**config.mk**
```make
export PLATFORM = sky130hd
export DESIGN_NAME = l2_dfp_burst_adapter
export DESIGN_NICKNAME = d
export VERILOG_FILES = /design/src/rtl/cache_types.sv /design/src/rtl/l2_dfp_burst_adapter.sv
export SDC_FILE = /design/constraint.sdc
export NUM_CORES = 2
export LEC_CHECK = 0
export CORE_MARGIN = 3
export CORE_UTILIZATION = 35
export CTS_BUF_LIST = sky130_fd_sc_hd__clkbuf_2 sky130_fd_sc_hd__clkbuf_4 sky130_fd_sc_hd__clkbuf_8
export CTS_CLUSTER_SIZE = 12
export DETAILED_ROUTE_END_ITERATION = 12
export PLACE_DENSITY = 0.64
export SKIP_LAST_GASP = 1
export SYNTH_ARGS = -nofsm -noshare
export SYNTH_HDL_FRONTEND = slang
export SYNTH_SLANG_ARGS = --single-unit
```
**constraint.sdc**
```tcl
create_clock -name clk -period 2.7 [get_ports clk]
set_input_delay 0.27 -clock clk [delete_from_list [all_inputs] [get_ports clk]]
set_output_delay 0.27 -clock clk [all_outputs]
set_load 0.02 [all_outputs]
```
**src/rtl/cache_types.sv**
```systemverilog
// Shared cache-side types: burst adapter state encoding and burst memory geometry.
package cache_types;

    localparam int BURST_BEAT_BITS = 64;
    localparam int BURST_BEATS     = 4;

    typedef enum logic [2:0] {
        IDLE,
        WRITE,
        RD_REQ,
        RD_DATA,
        DONE
    } burst_state_t;

endpackage

```
**src/rtl/l2_dfp_burst_adapter.sv**
```systemverilog
// Bridges the L2 line port to a narrow burst memory: writebacks are serialised into beats, fills are
// reassembled from beats. Build option L2_BURST_RADDR_CHECK_EN drops read beats whose tag mismatches.
module l2_dfp_burst_adapter
    import cache_types::*;
#(
    parameter int LINE_BITS = BURST_BEATS * BURST_BEAT_BITS,
    parameter int BEAT_BITS = BURST_BEAT_BITS
) (
    input  logic                 clk,
    input  logic                 rst,

    input  logic [31:0]          dfp_addr,
    input  logic                 dfp_read,
    input  logic                 dfp_write,
    input  logic [LINE_BITS-1:0] dfp_wdata,
    output logic [LINE_BITS-1:0] dfp_rdata,
    output logic                 dfp_resp,

    output logic [31:0]          bmem_addr,
    output logic                 bmem_read,
    output logic                 bmem_write,
    output logic [BEAT_BITS-1:0] bmem_wdata,
    input  logic                 bmem_ready,
    input  logic [31:0]          bmem_raddr,
    input  logic [BEAT_BITS-1:0] bmem_rdata,
    input  logic                 bmem_rvalid
);

    localparam int BEATS = LINE_BITS / BEAT_BITS;
    localparam int CNT_W = (BEATS > 1) ? $clog2(BEATS) : 1;
    localparam int OFF_W = $clog2(LINE_BITS / 8);
    localparam logic [CNT_W-1:0] LAST_BEAT = CNT_W'(BEATS - 1);
    localparam logic [31:0]      LINE_MASK = ~((32'd1 << OFF_W) - 32'd1);

    burst_state_t         state_q;
    logic [CNT_W-1:0]     cnt_q;
    logic [31:0]          addr_q;
    logic [LINE_BITS-1:0] wdata_q;
    logic [LINE_BITS-1:0] rdata_q;
    logic [BEAT_BITS-1:0] bmem_wdata_q;
    logic                 resp_q;
    logic                 read_q;
    logic                 write_q;

    logic [31:0]          line_addr_d;
    logic                 beat_hit;
    logic [LINE_BITS-1:0] rd_line;
    logic [BEAT_BITS-1:0] wbeat  [BEATS];
    logic [BEAT_BITS-1:0] slot_q [BEATS-1];

    assign line_addr_d = dfp_addr & LINE_MASK;

`ifdef L2_BURST_RADDR_CHECK_EN
    assign beat_hit = bmem_rvalid && (bmem_raddr == addr_q);
`else
    assign beat_hit = bmem_rvalid;
    logic unused_raddr;
    assign unused_raddr = ^bmem_raddr;
`endif

    // Write line viewed as an array of beats, beat 0 in the least significant bits.
    generate
        for (genvar gi = 0; gi < BEATS; gi++) begin : g_wbeat
            assign wbeat[gi] = wdata_q[gi*BEAT_BITS +: BEAT_BITS];
        end
    endgenerate

    // Early read beats park in slots; the final beat bypasses straight into the assembled line.
    generate
        for (genvar gi = 0; gi < BEATS - 1; gi++) begin : g_slot
            always_ff @(posedge clk) begin
                if (rst) begin
                    slot_q[gi] <= '0;
                end else if (state_q == RD_DATA && beat_hit && cnt_q == CNT_W'(gi)) begin
                    slot_q[gi] <= bmem_rdata;
                end
            end
            assign rd_line[gi*BEAT_BITS +: BEAT_BITS] = slot_q[gi];
        end
    endgenerate
    assign rd_line[LINE_BITS-1 -: BEAT_BITS] = bmem_rdata;

    always_ff @(posedge clk) begin
        if (rst) begin
            state_q      <= IDLE;
            cnt_q        <= '0;
            addr_q       <= '0;
            wdata_q      <= '0;
            rdata_q      <= '0;
            bmem_wdata_q <= '0;
            resp_q       <= 1'b0;
            read_q       <= 1'b0;
            write_q      <= 1'b0;
        end else begin
            case (state_q)
                IDLE: begin
                    // Write wins if both requests are (illegally) raised together.
                    if (dfp_write) begin
                        state_q      <= WRITE;
                        addr_q       <= line_addr_d;
                        wdata_q      <= dfp_wdata;
                        bmem_wdata_q <= dfp_wdata[BEAT_BITS-1:0];
                        cnt_q        <= '0;
                        write_q      <= 1'b1;
                    end else if (dfp_read) begin
                        state_q <= RD_REQ;
                        addr_q  <= line_addr_d;
                        cnt_q   <= '0;
                        read_q  <= 1'b1;
                    end
                end
                WRITE: begin
                    if (bmem_ready) begin
                        if (cnt_q == LAST_BEAT) begin
                            state_q <= DONE;
                            cnt_q   <= '0;
                            write_q <= 1'b0;
                            resp_q  <= 1'b1;
                        end else begin
                            cnt_q        <= cnt_q + CNT_W'(1);
                            bmem_wdata_q <= wbeat[cnt_q + CNT_W'(1)];
                        end
                    end
                end
                RD_REQ: begin
                    if (bmem_ready) begin
                        state_q <= RD_DATA;
                        read_q  <= 1'b0;
                    end
                end
                RD_DATA: begin
                    if (beat_hit) begin
                        if (cnt_q == LAST_BEAT) begin
                            state_q <= DONE;
                            cnt_q   <= '0;
                            rdata_q <= rd_line;
                            resp_q  <= 1'b1;
                        end else begin
                            cnt_q <= cnt_q + CNT_W'(1);
                        end
                    end
                end
                DONE: begin
                    state_q <= IDLE;
                    resp_q  <= 1'b0;
                end
                default: begin
                    state_q <= IDLE;
                    resp_q  <= 1'b0;
                    read_q  <= 1'b0;
                    write_q <= 1'b0;
                end
            endcase
        end
    end

    assign dfp_rdata  = rdata_q;
    assign dfp_resp   = resp_q;
    assign bmem_addr  = addr_q;
    assign bmem_read  = read_q;
    assign bmem_write = write_q;
    assign bmem_wdata = bmem_wdata_q;

endmodule
```
==> results summary <==
The core footprint is 85800 um^2. The fraction of power spent switching nets came out at 0.260. The least setup slack across all paths after layout is 0.449 ns.

From bottom edge to top edge, the die measures 301 um. Setup violations remaining at the end of the flow were counted as 0. The initial antenna violation count is 22. The reported leakage power came out at 16.0 nW. The count of distinct cell types in the synthesized netlist came out at 42. The max-slew headroom at the worst pin came out at 0.461. The global-route usage over all layers is 0.217.

The area of the multi-input gates is 11300 um^2. The placement-stage worst setup slack is 0.336 ns. Once placement completed, the tool counted placed cells totaling 4910. The largest driver fanout on the critical path is 4. The cell area power density is 663 nW/um^2. The effective utilization at floorplan came out at 0.356. The clock share of power came out at 0.428. The category of the most critical setup path is flip-flop to output pin. The residual overflow from global routing is 0. In this run the clock root is driven by a clkbuf_8.

The fraction of registers with async set or reset after synthesis is 0. The count of port buffers added during placement is 702. Among all flip-flop cells after synthesis, the most frequent one is dfxtp_1.

The most frequent cell after synthesis is nand2_1. The initialized floorplan defines 107 standard-cell rows. The post-detailed-route count of antenna-violating nets came out at 0. The internal power came out at 21.6 mW. The number of sinks driven by the clock tree came out at 803. The depth of the critical timing path with buffers and inverters included came out at 1. The number of standard cells in the final layout excluding fillers is 5384.

The number of buffers added by the clock tree synthesis step is 142. The worst-case clock buffer depth is 3. Setup repair after global routing left no endpoint under its margin. The final clock period utilization by the worst path came out at 0.834. The core occupancy in the finished layout is 0.513. In this run the power spent charging and discharging nets is 7.59 mW. The type of destination of the critical path is an output pin.

The post-CTS setup buffer count came out at 0. The depth of the worst register-to-register path came out at 5. The layout overhead on the synthesized area is 44.1%.

The max-slew violation count is 0. The routed layout has 26394 vias. After detailed routing, the total wire length is 103000 um. Entering global routing, the biggest net connects 169 pins.

The clock insertion delay at the later pin of the skew report came out at 0.81 ns. The share of synthesized area in the top cell type comes to 0.401. The die span in x is 301 um.

The worst path arrival time came out at 1.98 ns. The starting DRC count in detailed routing came out at 1982. During I/O placement, the number of pins put on the boundary was 745. The number of global-route vias before repair is 25326. Summed over all nets, the half-perimeter wirelength after detailed placement is 66400 um. The final RePlAce weighted congestion came out at 0.865. Counting the fill cells in the layout gives 7847. The synthesized netlist cell count came out at 3269. The first global-routing pass estimated 152000 um of wire. The share of total power in combinational logic is 0.122.

The sequential cells in the finished layout cover a total of 18000 um^2. The total cell area at the placement stage came out at 38700 um^2. The mean instance size in the synthesized netlist came out at 9.33 um^2. The share of the yosys chip area belonging to registers came out at 0.590. The Yosys warning count came out at 0. Clock-pin slew was measured on the worst setup and hold paths at 0.06 ns. The post-synthesis sequential element count came out at 803. The cell count of the worst hold path is 3. The number of synthesized flops with an enable pin is 192. The total DRC errors in the routed layout is 0. Sorting the synthesized cells by area gives the leading types as dfxtp_1, edfxtp_1, nand2_1.

The internal reg-to-reg setup slack came out at 0.45 ns. The transition time at the pin with the least slew margin came out at 0.809 ns. The final clock skew is 0.0541 ns. The floorplan step defined a die boundary enclosing 90800 um^2. Traced cell by cell, the critical path runs through clkdlybuf4s50_1. The maximum operating frequency came out at 0.444 GHz. TritonCTS built the clock tree.

The sum of negative setup slack is 0 ns. The worst-case vdd ir drop came out at 0.369 mV. The fraction of layout instances using a drive strength above 1 is 0.0985. The routed design could run at a clock period as short as 2.25 ns. The detailed-routing iteration count for the pre-antenna-repair pass came out at 8. The number of hold-slack violations in the final timing report was 0. The path class of the tightest hold or removal check is input port to flip-flop.

The cell type of the slowest stage on the worst timing path is clkdlybuf4s50_1. Summed over all instances, the cell type with the most area after synthesis is dfxtp_1. Broken down by cell family, the worst path's largest delay share belongs to buffers and inverters. The worst setup path is launched from a flip-flop. The number of max-cap violations came out at 0. The required arrival time at the worst endpoint is 2.43 ns. After routing the design area is 44000 um^2. Ranked by instance count, the synthesized netlist is headed by nand2_1, dfxtp_1, a21oi_1. The power share of the sequential group is 0.450.

The flow ran to the end, and the final reports show no timing, DRC or antenna violations. The count of buffering cells on the critical path with inverters included came out at 1. For this run, the slowest stage of the critical path takes 0.84 ns. The post-layout net count is 4506. Dividing the detail-routed wire length by the instance count gives 19.1 um.

The total of cells resized after clock tree synthesis came out at 0. In this run the number of H-tree levels came out at 4. The mean number of vias per cell is 4.90. The cell area after synthesis came out at 30500 um^2.
[kinds of logic after synthesis]
logic type	synth area share
compound gates	0.115
fa+ha+maj	0.00164
buf+inv	0.0426
flops	0.590
mux	0.0476
other cells	0.000123
simple gates	0.203
[power by group through the flow]
stage / Sequential [mW] / Combinational, mW / Clock (mW)
global placement: 13.4 / 3.29 / 0
detailed placement: 13.4 / 3.31 / 0
CTS: 13.1 / 3.57 / 12.8
global route: 13.2 / 3.82 / 13.3
floorplan: 13.5 / 1.56 / 0
finish: 13.1 / 3.56 / 12.5
[registers in the layout, summed over array words and instances (netlist names), 2 cells and up]
signal	flops
bmem_addr	27
bmem_wdata	64
cnt_q	2
dfp_rdata	256
slot_q	192
state_q	3
wdata_q	256
[cell usage in the layout, fill, tap and decap left out, types with 35 or more instances in the layout]
cell,netlist,layout
buf_12,0,35
edfxtp_1,192,192
clkdlybuf4s50_1,0,701
clkbuf_4,0,52
and3_1,128,128
mux4_2,64,64
nor2_1,67,67
clkbuf_8,0,170
nand2_1,1208,1207
a21oi_1,545,545
and2_1,65,64
a311oi_1,46,46
dlygate4sd3_1,0,202
dfxtp_1,611,610
[per-layer routing]
metal | wire length, um | part of all wire | global-route usage | vias to the layer above
met5 | 93 | 0.00090 | 0 | -
met4 | 3620 | 0.035 | 0.0897 | 14
met3 | 8500 | 0.083 | 0.0621 | 221
met2 | 49600 | 0.48 | 0.362 | 947
met1 | 41000 | 0.40 | 0.264 | 12508
li1 | - | - | - | 12704
[per-stage QoR]
step	hold slack, ns	power, mW
final	0.0830	29.2
after global routing	0.0422	30.3
after CTS	0.000905	29.5
after detailed placement	0.443	16.7
after global placement	0.438	16.6
after floorplan	0.406	15.0
[cell type report]
class                   instances  share of cell area
flip-flops and latches        803               0.409
multi-input cells            2191               0.257
repair buffers                968               0.227
clock buffers                 222              0.0621
well taps                    1144              0.0325
clock inverters                33              0.0106
diodes                         17            0.000967
inverters                       6            0.000512
[repair_timing]
item,in CTS,in global routing
hold buffers,202,0
endpoints found under the hold margin,222,0
setup endpoints to repair,0,0
[worst paths after layout]
check | startpoint | end
worst min-delay path | dfp_wdata[42] | wdata_q[42]
worst max register to register | state_q[1] | wdata_q[114]
worst max-delay path | bmem_write | bmem_write
worst min register to register | slot_q[0][57] | dfp_rdata[57]
Power figures use the tool's default switching activity.
